<file path="config.mk">
export PLATFORM = sky130hd
export DESIGN_NAME = pwm_capture
export DESIGN_NICKNAME = d
export VERILOG_FILES = /design/src/rtl/pwm_capture.sv
export SDC_FILE = /design/constraint.sdc
export NUM_CORES = 1
export LEC_CHECK = 0
export CORE_UTILIZATION = 58
export DETAILED_ROUTE_END_ITERATION = 12
export MAX_ROUTING_LAYER = met4
export PLACE_DENSITY_LB_ADDON = 0.12
export SETUP_SLACK_MARGIN = 0.3
export SLEW_MARGIN = 5
export SYNTH_ARGS = -nofsm -noshare
export SYNTH_HDL_FRONTEND = slang
export SYNTH_SLANG_ARGS = --single-unit
</file>
<file path="constraint.sdc">
create_clock -name clk -period 4.11 [get_ports clk]
set_clock_uncertainty 0.2 [all_clocks]
set_input_delay 0.6165 -clock clk [delete_from_list [all_inputs] [get_ports clk]]
set_output_delay 0.6165 -clock clk [all_outputs]
set_load 0.005 [all_outputs]
</file>
<file path="src/rtl/pwm_capture.sv">
// pwm_capture -- input-capture peripheral for an external PWM waveform.
//
// Synchronises pwm_in through two flops, detects edges on the synchronised
// level, and times the period (rising edge to rising edge) and the high time
// in clk cycles.  One measurement per PWM cycle is presented with a
// valid/ack handshake.  Counters saturate at 2^CNT_W-1, which raises the
// sticky timeout flag (stuck input, 0% or 100% duty).
//
// Optional build macro: PWM_CAP_FILTER_EN
//   defined   -> glitch filter after the synchroniser; the accepted level
//                changes only after FILTER_LEN consecutive differing cycles.
//   undefined -> synchronised level drives edge detection directly.
//
// Ports
//   clk         system clock (only clock domain)
//   rst_n       asynchronous active-low reset
//   enable      1 = capture running; 0 = FSM idle, counter cleared
//   pwm_in      asynchronous PWM input
//   meas_ack    consumer has taken the measurement; clears meas_valid
//   clr_flags   one-cycle pulse clearing overrun and timeout
//   period_out  cycles between the last two accepted rising edges
//   high_out    cycles high within that period
//   meas_valid  new measurement available
//   overrun     sticky: unacknowledged measurement was overwritten
//   timeout     sticky: counter saturated without an edge
module pwm_capture #(
  parameter int CNT_W      = 16,
  parameter int FILTER_LEN = 3
) (
  input  logic             clk,
  input  logic             rst_n,
  input  logic             enable,
  input  logic             pwm_in,
  input  logic             meas_ack,
  input  logic             clr_flags,
  output logic [CNT_W-1:0] period_out,
  output logic [CNT_W-1:0] high_out,
  output logic             meas_valid,
  output logic             overrun,
  output logic             timeout
);

  typedef enum logic [1:0] {
    ST_IDLE = 2'd0,
    ST_HIGH = 2'd1,
    ST_LOW  = 2'd2
  } state_t;

  state_t           state_q, state_d;
  logic             s1_q, s1_d;
  logic             s2_q, s2_d;
  logic             lvl;
  logic             lvl_dly_q, lvl_dly_d;
  logic [CNT_W-1:0] cnt_q, cnt_d;
  logic [CNT_W-1:0] high_lat_q, high_lat_d;
  logic [CNT_W-1:0] period_q, period_d;
  logic [CNT_W-1:0] high_q, high_d;
  logic             valid_q, valid_d;
  logic             overrun_q, overrun_d;
  logic             timeout_q, timeout_d;

  logic rise, fall, cnt_sat, capture, ov_set, to_set;

  always_comb begin
    s1_d      = pwm_in;
    s2_d      = s1_q;
    lvl_dly_d = lvl;
  end

`ifdef PWM_CAP_FILTER_EN
  localparam int FLT_W = (FILTER_LEN > 1) ? $clog2(FILTER_LEN) : 1;

  logic             filt_q, filt_d;
  logic [FLT_W-1:0] fcnt_q, fcnt_d;

  // The run counter restarts whenever s2 agrees with the accepted level, so
  // only an uninterrupted run of FILTER_LEN differing cycles flips it.
  always_comb begin
    filt_d = filt_q;
    fcnt_d = '0;
    if (s2_q != filt_q) begin
      if (fcnt_q == FLT_W'(FILTER_LEN - 1)) begin
        filt_d = s2_q;
      end else begin
        fcnt_d = fcnt_q + 1'b1;
      end
    end
  end

  always_ff @(posedge clk or negedge rst_n) begin
    if (!rst_n) begin
      filt_q <= 1'b0;
      fcnt_q <= '0;
    end else begin
      filt_q <= filt_d;
      fcnt_q <= fcnt_d;
    end
  end

  assign lvl = filt_q;
`else
  logic unused_filter_len;
  assign unused_filter_len = (FILTER_LEN > 0);
  assign lvl = s2_q;
`endif

  assign rise    = lvl & ~lvl_dly_q;
  assign fall    = ~lvl & lvl_dly_q;
  assign cnt_sat = &cnt_q;

  always_comb begin
    state_d    = state_q;
    cnt_d      = cnt_q;
    high_lat_d = high_lat_q;
    period_d   = period_q;
    high_d     = high_q;
    capture    = 1'b0;
    to_set     = 1'b0;
    ov_set     = 1'b0;

    if (!enable) begin
      state_d = ST_IDLE;
      cnt_d   = '0;
    end else begin
      case (state_q)
        ST_IDLE: begin
          // First rising edge only starts timing; nothing to report yet.
          cnt_d = '0;
          if (rise) begin
            cnt_d   = CNT_W'(1);
            state_d = ST_HIGH;
          end
        end
        ST_HIGH: begin
          if (cnt_sat) begin
            to_set  = 1'b1;
            cnt_d   = '0;
            state_d = ST_IDLE;
          end else begin
            cnt_d = cnt_q + 1'b1;
            if (fall) begin
              high_lat_d = cnt_q;
              state_d    = ST_LOW;
            end
          end
        end
        ST_LOW: begin
          if (cnt_sat) begin
            to_set  = 1'b1;
            cnt_d   = '0;
            state_d = ST_IDLE;
          end else if (rise) begin
            // The edge cycle itself is the first cycle of the next period.
            capture  = 1'b1;
            period_d = cnt_q;
            high_d   = high_lat_q;
            cnt_d    = CNT_W'(1);
            state_d  = ST_HIGH;
          end else begin
            cnt_d = cnt_q + 1'b1;
          end
        end
        default: begin
          cnt_d   = '0;
          state_d = ST_IDLE;
        end
      endcase
    end

    valid_d = valid_q;
    if (capture) begin
      valid_d = 1'b1;
      ov_set  = valid_q & ~meas_ack;
    end else if (meas_ack) begin
      valid_d = 1'b0;
    end

    // A new flag event wins over a simultaneous clear.
    overrun_d = ov_set | (overrun_q & ~clr_flags);
    timeout_d = to_set | (timeout_q & ~clr_flags);
  end

  always_ff @(posedge clk or negedge rst_n) begin
    if (!rst_n) begin
      state_q    <= ST_IDLE;
      s1_q       <= 1'b0;
      s2_q       <= 1'b0;
      lvl_dly_q  <= 1'b0;
      cnt_q      <= '0;
      high_lat_q <= '0;
      period_q   <= '0;
      high_q     <= '0;
      valid_q    <= 1'b0;
      overrun_q  <= 1'b0;
      timeout_q  <= 1'b0;
    end else begin
      state_q    <= state_d;
      s1_q       <= s1_d;
      s2_q       <= s2_d;
      lvl_dly_q  <= lvl_dly_d;
      cnt_q      <= cnt_d;
      high_lat_q <= high_lat_d;
      period_q   <= period_d;
      high_q     <= high_d;
      valid_q    <= valid_d;
      overrun_q  <= overrun_d;
      timeout_q  <= timeout_d;
    end
  end

  assign period_out = period_q;
  assign high_out   = high_q;
  assign meas_valid = valid_q;
  assign overrun    = overrun_q;
  assign timeout    = timeout_q;

endmodule

</file>
==> run metrics, run 1 <==
worst slew pin tran 1.089 ns; worst endpoint data arrival time 2.90 ns; fin crit share 0.7010; setup slack, reg-to-reg 1.23 ns; r2r startpoint cnt_q[0]$_DFF_PN0_; Final Hold Viols 0; Static Leak 1.740 nW; Finished Core Util 0.7608; Final Setup Violations 0; IO Count 41; starting density of the core 0.6208; Max Root-Sink Buffers 2; Worst R2R Path Depth 5; clk sinks 72; gate count of the mapped netlist 222; Detailed Place HPWL 3.422 mm; CTS resizes 0; Slew HR 0.2737; first-pass GRT wire length 8.811 mm; Die Ht 74.27 um; Worst Hold Launch s1_q$_DFF_PN0_; IO Port Bufs 40; setup TNS 0 ns; VDD IR max 0.0002349 V; Peak Freq 0.3471 GHz; status complete, no violations; Avg Cell Area, Syn 13.64 um2; remaining antenna violation count 0; commonest cells after routing, fill and taps aside dfrtp_1, clkdlybuf4s50_1, mux2_2; Placed Cells 322; drt drc 0; CP required 4.12 ns; Overflow after GRT 0; # fillers 339; Root Buffer clkbuf_8; CTS tree yes; Synth Register Bits 72; register area 0.001802 mm2; drt initial violations 78; critical path type reg2reg; DIE AREA 0.005516 mm2; asr flop ratio synth 1.000; vias in the first global route 1871; via count 1826; RSZ-0062 raised after global routing no; Unique masters post-synth 35; Synth Cell Area 0.003029 mm2; Tmin final 2.881 ns; largest net degree at the start of global routing 51; WHS Endpoint lvl$_DFF_PN0_; drt wl/cell 15.73 um; antenna violations before repair 0; Final Max Slew Viols 0; CTS Hold Bufs 0; Power Dens Cells 392.1 mW/mm2; total chip power 1.456 mW; total clock buffers created by CTS 9; total track usage 0.2271; Hold Path Class reg2reg; yosys warns 0; Setup crit start kind register; fraction of layout instances using a drive strength above 1 0.2694; ANT cells 0; CTS H-tree depth 3; worst-path fanout max 34; post-route cell area 0.003712 mm2; Layout area overhead 22.55%; worst slack, placed 1.266 ns; die width 74.27 um; multi-input gate area in the final layout 0.001132 mm2; CP Capture Type register; Via-to-Cell Ratio 5.402; syn_nets 233; Post-CTS Setup Inserts 0; most common cell after layout, fill and taps aside dfrtp_1; Fin Hold WS 0.1622 ns; non-filler instance count after layout 338; drt pass-1 iters 4; reg2reg end high_out[15]$_DFFE_PN0P_; clock slew at reported path FFs 0.07 ns; Cell Area, Placed 0.003458 mm2; commonest register cell after synthesis dfrtp_1; nets 277; Final WS setup 1.229 ns; CORE AREA 0.004880 mm2; GPL Wtd Cong 0.7923; clk_lat worst skew 0.33 ns; WL final 5.317 mm; Rows 25; Seq/Total Area, Yosys 0.5948; total of max-cap violations 0; WHS Path Cells 0; Post-synth EDFFs 0
[how the worst max path moves through the flow]
stage                       start                          to  slack (ns)  cells past startpoint
2_1_floorplan  cnt_q[0]$_DFF_PN0_  high_lat_q[10]$_DFFE_PN0P_        1.49                      9
3_3_place_gp   cnt_q[0]$_DFF_PN0_     high_out[1]$_DFFE_PN0P_        1.30                      5
6_report       cnt_q[0]$_DFF_PN0_    high_out[15]$_DFFE_PN0P_        1.23                      5
5_1_grt        cnt_q[0]$_DFF_PN0_   period_out[5]$_DFFE_PN0P_        1.12                      5
4_1_cts        cnt_q[0]$_DFF_PN0_    high_out[15]$_DFFE_PN0P_        1.23                      5
3_5_place_dp   cnt_q[0]$_DFF_PN0_     high_out[0]$_DFFE_PN0P_        1.27                      5
[logic make-up after synthesis]
| group | synth area share |
|---|---|
| flops | 0.5948 |
| simple gates | 0.08798 |
| mux | 0.1908 |
| buf+inv | 0.03139 |
| compound gates | 0.03387 |
| xor+xnor | 0.04048 |
| fa+ha+maj | 0.02065 |
[final cells by class]
| type | count | share of cell area |
|---|---|---|
| Timing Repair Buffer | 42 | 0.1105 |
| Clock inverter | 5 | 0.02764 |
| Tap cell | 67 | 0.02258 |
| Inverter | 8 | 0.008089 |
| Sequential cell | 72 | 0.4853 |
| Multi-Input combinational cell | 133 | 0.3050 |
| Clock buffer | 11 | 0.04078 |
[power by group]
group	internal, mW	switching [mW]	leakage [nW]
clock network	0.435	0.249	0.126
logic	0.0177	0.0311	0.617
registers	0.715	0.00742	0.997
total	1.17	0.288	1.74
[per-layer routing]
layer  vias up  routed length [um]  share of wire  track usage
li1        854                   -              -            -
met1       925                2421           0.46       0.2860
met2        33                2643           0.50       0.3596
met3        14                 134          0.025      0.04065
met4         0                 118          0.022       0.1048
met5         -                   0              0            -
[registers in the layout, summed over array words and instances, names as in the netlist]
name / cells
cnt_q: 16
high_out: 16
period_out: 16
lvl: 1
timeout: 1
lvl_dly_q: 1
high_lat_q: 16
state_q: 2
s1_q: 1
meas_valid: 1
overrun: 1
[synthesized netlist by cell type, types with 2 or more instances]
cell / n / area [um2]
dfrtp_1: 72 / 1802
mux2_2: 38 / 427.9
nor2_1: 19 / 71.32
mux2_4: 10 / 150.1
xor2_1: 10 / 87.58
nand2_1: 9 / 33.78
inv_1: 8 / 30.03
buf_2: 6 / 30.03
ha_1: 5 / 62.56
nand3_1: 5 / 25.02
nand4_1: 5 / 31.28
xnor2_1: 4 / 35.03
a21oi_1: 3 / 15.01
o21ai_0: 3 / 15.01
and3_4: 2 / 22.52
and4_2: 2 / 20.02
nand2b_1: 2 / 12.51
o211ai_1: 2 / 15.01
[critical path, cell delays in order, from the launching register on]
cell	delay, ns
dfrtp_1	0.47
ha_1	0.22
nand3_1	0.19
or4_1	0.70
and4_2	0.56
mux2_2	0.39
No activity file was read; power rests on OpenSTA's default activity.
==> run 2, diff against run 1 <==
--- a/config.mk
+++ b/config.mk
@@ -5,7 +5,7 @@
 export SDC_FILE = /design/constraint.sdc
 export NUM_CORES = 1
 export LEC_CHECK = 0
-export CORE_UTILIZATION = 58
+export CORE_UTILIZATION = 49
 export DETAILED_ROUTE_END_ITERATION = 12
 export MAX_ROUTING_LAYER = met4
 export PLACE_DENSITY_LB_ADDON = 0.12
==> constraint.sdc (replaced) <==
create_clock -name clk -period 2.3 [get_ports clk]
set_clock_uncertainty 0.2 [all_clocks]
set_input_delay 0.345 -clock clk [delete_from_list [all_inputs] [get_ports clk]]
set_output_delay 0.345 -clock clk [all_outputs]
set_load 0.005 [all_outputs]
==> run 2 against run 1 <==
  * Cell count increased by 11%
  * Combinational power is 120% higher
  * Global-route usage is 2.0 points lower
  * Clock power is 20% higher
  * Count of clock-buffer cells in the layout rose by 2
  * Largest power group unchanged
==> run metrics, run 2 (same netlist as run 1, synthesis figures left out) <==
antenna violations before repair 0 (unchanged); die width 80.63 um (+8.6%); CTS tree yes; total of max-cap violations 0 (unchanged); Final Max Slew Viols 0 (unchanged); RSZ-0062 raised after global routing yes; Peak Freq 0.4682 GHz (+35%); Final Hold Viols 0 (unchanged); total track usage 0.2067 (-0.02032); nets 309 (+12%); fraction of layout instances using a drive strength above 1 0.3389 (+0.06950); fin crit share 0.9287 (+0.2276); clk sinks 72 (unchanged); # fillers 454 (+34%); worst slew pin tran 0.5270 ns (-0.5624 ns); VDD IR max 0.0003533 V (+50%); DIE AREA 0.006500 mm2 (+18%); status complete, no violations; Detailed Place HPWL 3.800 mm (+11%); drt pass-1 iters 4 (unchanged); Static Leak 1.877 nW (+7.9%); IO Port Bufs 40 (unchanged); remaining antenna violation count 0 (unchanged); starting density of the core 0.5086 (-0.1122); clock slew at reported path FFs 0.07 ns (about the same); Layout area overhead 31.14%; most common cell after layout, fill and taps aside dfrtp_1; Setup crit start kind register; worst endpoint data arrival time 2.15 ns (-0.75 ns); CP required 2.32 ns (-1.80 ns); CP Capture Type register; drt wl/cell 15.66 um (-0.45%); CORE AREA 0.005956 mm2 (+22%); Overflow after GRT 0 (unchanged); Die Ht 80.63 um (+8.6%); Slowest-stage cell, CP or4_4; total clock buffers created by CTS 9 (unchanged); first-pass GRT wire length 9.549 mm (+8.4%); total chip power 2.215 mW (+52%); largest net degree at the start of global routing 43 (-16%); Slew HR 0.6487 (+0.3749); drt drc 0 (unchanged); vias in the first global route 1992 (+6.5%); Worst path max stage delay 0.57 ns (-0.13 ns); non-filler instance count after layout 376 (+11%); Placed Cells 353 (+9.6%); worst slack, placed 0.04475 ns (-1.221 ns); GPL Wtd Cong 0.9093 (+15%); WL final 5.888 mm (+11%); Final WS setup 0.1641 ns (-1.065 ns); critical path cell sequence nand4_1 -> or4_4 -> and4_4 -> clkbuf_16 -> mux2_2; IO Count 41 (unchanged); Final Setup Violations 0 (unchanged); critical path type reg2reg; worst-path fanout max 6 (-82%); Via-to-Cell Ratio 5.109 (-5.4%); Tmin final 2.136 ns (-0.7454 ns); clk_lat worst skew 0.33 ns (about the same); Max Root-Sink Buffers 2 (unchanged); CTS H-tree depth 3 (unchanged); drt initial violations 103 (+32%); ANT cells 0 (unchanged); via count 1921 (+5.2%); Hold Path Class reg2reg; Power Dens Cells 557.6 mW/mm2 (+42%); Rows 28 (+12%); Root Buffer clkbuf_8; commonest cells after routing, fill and taps aside dfrtp_1, clkdlybuf4s50_1, mux2_2
## run 2: cell count changes in the layout (fill, tap and decap cells not counted), sizes merged
cell | previous run | this run
buf | 3 | 30
clkbuf | 11 | 16
bufinv | 3 | 0
and3 | 4 | 5
clkinvlp | 1 | 0
dlygate4sd3 | 0 | 1
## run 2: path summary, 6_finish.rpt
kind                               startpoint                   endpoint  slack (ns)  cells after the start
setup reg to reg           cnt_q[4]$_DFF_PN0_  period_out[6]$_DFFE_PN0P_        0.16                      5
min in group asynchronous               rst_n    high_out[9]$_DFFE_PN0P_        0.36                      3
hold reg to reg                s1_q$_DFF_PN0_              lvl$_DFF_PN0_        0.16                      0
max in group asynchronous               rst_n  period_out[3]$_DFFE_PN0P_        1.11                      3
hold / removal                 s1_q$_DFF_PN0_              lvl$_DFF_PN0_        0.16                      0
setup / recovery           cnt_q[4]$_DFF_PN0_  period_out[6]$_DFFE_PN0P_        0.16                      5
## run 2: worst max-delay path, delay by kind of cell (launching register included)
kind	cells	cell delay, ns
buf+inv	1	0.18
flops	1	0.36
mux	1	0.27
simple gates	3	1.01
## run 2: stage by stage
stage                     TNS (ns)  hold WS (ns)  utilization  area (um2)
after CTS                        0        0.1759       0.6508        3876
final                            0        0.1640       0.6670        3973
after floorplan             -1.688       -0.1506            -        3063
after detailed placement         0        0.1610       0.6147        3661
after global placement           0        0.1336       0.6147        3661
after global routing             0        0.1715       0.6670        3973
## run 2: repair_timing
| item | in CTS | in global routing |
|---|---|---|
| pin swaps | 0 | 2 |
| resized for setup | 6 | 1 |
| buffers inserted | 3 | 0 |
| endpoints found under the hold margin | 72 | 0 |
| gates cloned | 1 | 4 |
| endpoints found under the setup margin | 50 | 53 |
| hold buffers | 1 | 0 |
## run 2: final cells by class
class | count | area, um2 | share of cell area
Sequential cell | 72 | 1802 | 0.4535
Multi-Input combinational cell | 134 | 1166 | 0.2935
Timing Repair Buffer | 73 | 726.9 | 0.1830
Clock buffer | 13 | 148.9 | 0.03748
Tap cell | 75 | 93.84 | 0.02362
Inverter | 8 | 30.03 | 0.007559
Clock inverter | 1 | 5.005 | 0.001260
## run 2: power by group
group | switching (mW) | leakage [nW] | internal [mW] | total [mW]
combinational | 0.0639 | 0.800 | 0.0421 | 0.106
sequential | 0.0114 | 0.997 | 1.28 | 1.29
clock | 0.411 | 0.0794 | 0.409 | 0.820
## run 2: routing by layer
layer | share of wire | vias to the layer above | wire [um] | global-route usage
li1 | - | 925 | - | -
met1 | 0.47 | 956 | 2776 | 0.2583
met2 | 0.49 | 31 | 2896 | 0.3288
met3 | 0.025 | 9 | 148 | 0.04205
met4 | 0.011 | 0 | 66 | 0.08393
met5 | 0 | - | 0 | -
==> RTL edit 1, RTL diff (flow settings as in run 2) <==
The option `PWM_CAP_FILTER_EN` is turned on by a define.
--- a/src/rtl/pwm_capture.sv
+++ b/src/rtl/pwm_capture.sv
@@ -23,6 +23,8 @@
 //   meas_valid  new measurement available
 //   overrun     sticky: unacknowledged measurement was overwritten
 //   timeout     sticky: counter saturated without an edge
+`define PWM_CAP_FILTER_EN
+
 module pwm_capture #(
   parameter int CNT_W      = 16,
   parameter int FILTER_LEN = 3
Formal check against the unedited RTL: not equivalent (a bounded check fails within 10 cycles, from zero or initial values and one cycle with rst_n low).
==> RTL edit 1 against run 2 <==
  * Core utilization grew 1.7 points
  * Synthesized area grew 4.4%
  * Routed wire length shrank 3.5%
  * First-iteration DRC count grew 15%
  * Sequential cell count rose by 3
  * Via count increased by 2.4%
  * Worst setup slack better by 86 ps
  * Cell count grew 0.80%
  * Final area up 4.3%
Power is not compared: it rests on default switching activity, and its combinational part moved more than twofold at a synthesized area within 25%.
==> RTL edit 1: results (changes against run 2) <==
- Status: completed (unchanged)
- Slew @ Worst Pin: 459 ps (was 527 ps)
- CP max FO: 7 (was 6)
- Pleak: 0.00194 µW
- Critical path's slowest cell: dfrtp_1 (was or4_4)
- Sequential cell count: 75 (was 72)
- Multi-In Gates: 139 (was 134)
- Grt met3 use: 4.40% (was 4.20%)
- Initial DRC count: 118 (was 103)
- GR Layer Usage met1: 25.3% (was 25.8%)
- Metal-1 WL: 2670 µm (was 2780 µm)
- Synth top cells by count: dfrtp_1, mux2_2, nor2_1 (unchanged)
- Critical path's largest stage delay: 390 ps (was 570 ps)
- Crit. Startpoint: cnt_q[1] (was cnt_q[4])
- Seq/Total Area, Yosys: 59.3% (was 59.5%)
- FF-to-FF End: high_lat_q[13] (was period_out[6])
- Buffering overhead: 16.2% (was 18.3%)
- Ys flop type: dfrtp_1 (unchanged)
- Reg2reg path depth: 7 (was 5)
- Critical path arrival: 2080 ps (was 2150 ps)
- Routed Wire Length: 5680 µm (was 5890 µm)
- Largest net degree at the start of global routing: 44 (was 43)
- Multi-input combinational area share: 29.4% (about the same)
- Synth Net Count: 242 (was 233)
- Clock buffer cells: 11 (was 13)
- Met2 usage: 30.9% (was 32.9%)
- Inverter count: 9 (was 8)
- Total GRT Usage: 20.3% (was 20.7%)
- Reg2reg setup slack: 250 ps (was 160 ps)
- Seq/total area: 45.3% (was 45.4%)
- Share of post-route cells with drive strength above 1: 32.6% (was 33.9%)
- Clock insertion delay at the later pin of the skew report: 340 ps
- Vias/cell: 5.19 (was 5.11)
- Vias in the first global route: 2006 (was 1992)
- Routed length on met2: 2750 µm (was 2900 µm)
- Synth area leaders: dfrtp_1, mux2_2, mux2_4, xnor2_1, nor2_1 (was dfrtp_1, mux2_2, mux2_4, xor2_1, nor2_1)
- Fillers: 444 (was 454)
- Met3 wire length: 166 µm (was 148 µm)
- DP HPWL: 3560 µm (was 3800 µm)
- First-pass GRT wire length: 9660 µm (was 9550 µm)
- Layout Nets: 311 (was 309)
- Clk root buf: clkbuf_8 (unchanged)
- ClkCell Share: 6.01% (was 3.87%)
- RD Place Congestion: 0.869 (was 0.909)
- Buffers excl. clock: 66 (was 73)
## RTL edit 1: cell types whose count changed in the layout (fill, tap and decap cells not counted), sizes merged, moves of 3 or more
cell	before	now
xnor2	4	10
clkbuf	16	11
xor2	10	5
buf	30	26
bufinv	0	3
dfrtp	72	75
nor3	0	3
## RTL edit 1: metrics by stage
stage,total power [µW],instances,worst slack [ps],area (µm²)
finish,3090,379,250,4140
global route,3230,379,191,4140
CTS,3100,375,263,4110
detailed placement,1810,349,74.1,3720
global placement,1800,349,110,3720
floorplan,1690,231,123,3190
## RTL edit 1: cell families (layout without fill, tap and decap cells)
| kind of cell | after synthesis | in the layout | synth area share (%) |
|---|---|---|---|
| xor gates and xnor gates | 15 | 15 | 4.15 |
| adders and majority gates | 5 | 5 | 1.98 |
| AOI/OAI and AO/OA | 16 | 16 | 3.64 |
| and+or+nand+nor | 55 | 55 | 9.65 |
| DFF | 75 | 75 | 59.3 |
| buffers and inverters | 17 | 90 | 2.97 |
| muxes | 48 | 48 | 18.3 |
## RTL edit 1: worst min path at each step
| stage | start | to | slack [ps] |
|---|---|---|---|
| final | s1_q | s2_q | 150 |
| after CTS | s1_q | s2_q | 160 |
| after detailed placement | rst_n | high_out[10] | 120 |
| after global placement | rst_n | high_out[10] | 120 |
| after floorplan | rst_n | cnt_q[0] | -150 |
| after global routing | s1_q | s2_q | 170 |
## RTL edit 1: power by group
group / switching, µW / internal (µW)
Sequential: 65.8 / 1380
Combinational: 220 / 179
Clock: 471 / 774
Total: 757 / 2330
## RTL edit 1: what timing repair did
action | 4_1_cts | 5_1_grt
endpoints found under the hold margin | 32 | 0
buffers inserted | 9 | 4
resized for setup | 9 | 1
pin swaps | 1 | 1
hold buffers | 1 | 0
setup endpoints to repair | 49 | 42
gates cloned | 1 | 0
==> RTL edit 2, RTL diff (flow settings as in run 2) <==
Without the edit above. The 3 states of `state_t` get a one-hot encoding in 3 bits.
--- a/src/rtl/pwm_capture.sv
+++ b/src/rtl/pwm_capture.sv
@@ -40,10 +40,10 @@
   output logic             timeout
 );
 
-  typedef enum logic [1:0] {
-    ST_IDLE = 2'd0,
-    ST_HIGH = 2'd1,
-    ST_LOW  = 2'd2
+  typedef enum logic [2:0] {
+    ST_IDLE = 3'b001,
+    ST_HIGH = 3'b010,
+    ST_LOW  = 3'b100
   } state_t;
 
   state_t           state_q, state_d;
Behaviour: no difference found for any inputs over 10 cycles, from zero or initial values and one cycle with rst_n low; not proved beyond that.
==> RTL edit 2 against run 2 <==
  * Die area up 2.4%
  * Sequential cell count up 1
  * Global-route usage down 0.41 points
  * Synthesized area up 2.5%
  * Total power up 14%
  * Final area up 4.5%
  * Count of clock-buffer cells in the layout down 1
  * Worst setup slack better by 91 ps
  * Routed wire length down 0.99%
  * Sequential power about the same
==> RTL edit 2: results (changes against run 2) <==
- Critical path's slowest cell: clkdlybuf4s50_1 (was or4_4)
- Initial DRC count: 57 (was 103)
- Layout Nets: 306 (was 309)
- Slew @ Worst Pin: 495 ps (was 527 ps)
- Max cap viols: 0 (unchanged)
- Vias in the first global route: 1929 (was 1992)
- Critical path arrival: 2070 ps (was 2150 ps)
- Inserted Clock Buffers: 9 (unchanged)
- First-pass DRT Iterations: 4 (unchanged)
- Placed inst area: 3750 µm² (was 3660 µm²)
- Asr flop ratio synth: 100% (unchanged)
- VDD IR max: 0.000505 V (was 0.000353 V)
- DP HPWL: 3920 µm (was 3800 µm)
- Seq/Total Area, Yosys: 58.9% (was 59.5%)
- First-pass GRT wire length: 9650 µm (was 9550 µm)
- Ys flop type: dfrtp_1 (unchanged)
- Family with the most delay on the worst path: buffers and inverters (was simple AND/OR/NAND/NOR gates)
- Largest net degree at the start of global routing: 24 (was 43)
- Synth Net Count: 231 (was 233)
- Critical path's largest stage delay: 500 ps (was 570 ps)
- Synth unique cells: 39 (was 35)
- Status: completed (unchanged)
- Clock buffer depth: 2 (unchanged)
- Vias/cell: 5.20 (was 5.11)
- Placed cells: 355 (was 353)
- Avg Synthesized Cell Area: 13.9 µm² (was 13.6 µm²)
- GR Layer Usage met1: 28.3% (was 25.8%)
- Clock insertion delay at the later pin of the skew report: 340 ps
- Ant. Diodes: 0 (unchanged)
- Pleak: 0.00194 µW (was 0.00188 µW)
- Port bufs: 40 (unchanged)
- Met2 usage: 28.2% (was 32.9%)
- Share of post-route cells with drive strength above 1: 29.6% (was 33.9%)
- Post-placement setup slack: -123 ps (was 44.7 ps)
- RR Startpoint: cnt_q[15] (was cnt_q[4])
- Synth top cells by count: dfrtp_1, mux2_1, nor2_1 (was dfrtp_1, mux2_2, nor2_1)
- Vias: 1970 (was 1921)
- RD Place Congestion: 0.846 (was 0.909)
- CTS clk-pin slew, worst paths: 70 ps (about the same)
- Crit. Startpoint: enable (was cnt_q[4])
- Synth area leaders: dfrtp_1, mux2_1, mux2_4, xnor2_1, nor2_1 (was dfrtp_1, mux2_2, mux2_4, xor2_1, nor2_1)
- Hold WC Path Type: reg -> reg (unchanged)
- CP max FO: 18 (was 6)
- H-tree levels: 3 (unchanged)
- Total GRT Usage: 20.3% (was 20.7%)
- Routed WL per cell: 15.4 µm (was 15.7 µm)
- Grt met3 use: 5.33% (was 4.20%)
[RTL edit 2: cell count changes after synthesis, moves of 7 or more]
cell / change
mux2_2: -38
mux2_1: +31
mux2_4: +7
xor2_1: -7
[RTL edit 2: layer usage]
metal	vias up	wire, µm
met5	-	0
met4	0	79
met3	8	221
met2	40	2510
met1	976	3020
li1	946	-
[RTL edit 2: path summary, 6_finish.rpt]
| kind | end | slack [ps] | depth (start not counted) |
|---|---|---|---|
| setup / recovery | period_out[4] | 250 | 7 |
| hold / removal | lvl | 150 | 0 |
| setup reg to reg | period_out[4] | 260 | 6 |
| hold reg to reg | lvl | 150 | 0 |
| max in group asynchronous | state_q[0] | 980 | 3 |
| min in group asynchronous | period_out[10] | 290 | 2 |
[RTL edit 2: final cells by class]
cell class                      instances  area, µm²
Inverter                                7       26.3
Timing Repair Buffer                   73        703
Multi-Input combinational cell        135       1260
Fill cell                             452       1870
Tap cell                               75       93.8
Clock buffer                           12        165
Clock inverter                          4       73.8
Sequential cell                        73       1830
[RTL edit 2: cell families after synthesis]
family                   Yosys count  synth area share [%]
AO/OA/AOI/OAI                     17                  4.39
XOR/XNOR                          12                  3.39
adder cells (fa/ha/maj)            1                 0.403
buffers and inverters             16                  3.14
flip-flops                        73                  58.9
multiplexers                      48                  19.5
AND/OR/NAND/NOR                   57                  10.3
[RTL edit 2: where the power goes]
group	internal [µW]	switching (µW)	total, µW
Clock	700	474	1170
Sequential	1290	5.36	1290
Combinational	25.2	39.5	64.7
[RTL edit 2: what timing repair did]
action                                  CTS  global route
pin swaps                                 3             4
hold endpoints to repair                 19             0
setup buffers                             5             1
hold buffers                              1             0
endpoints found under the setup margin   53            64
gates cloned                              0             1
gates resized for setup                   6            15
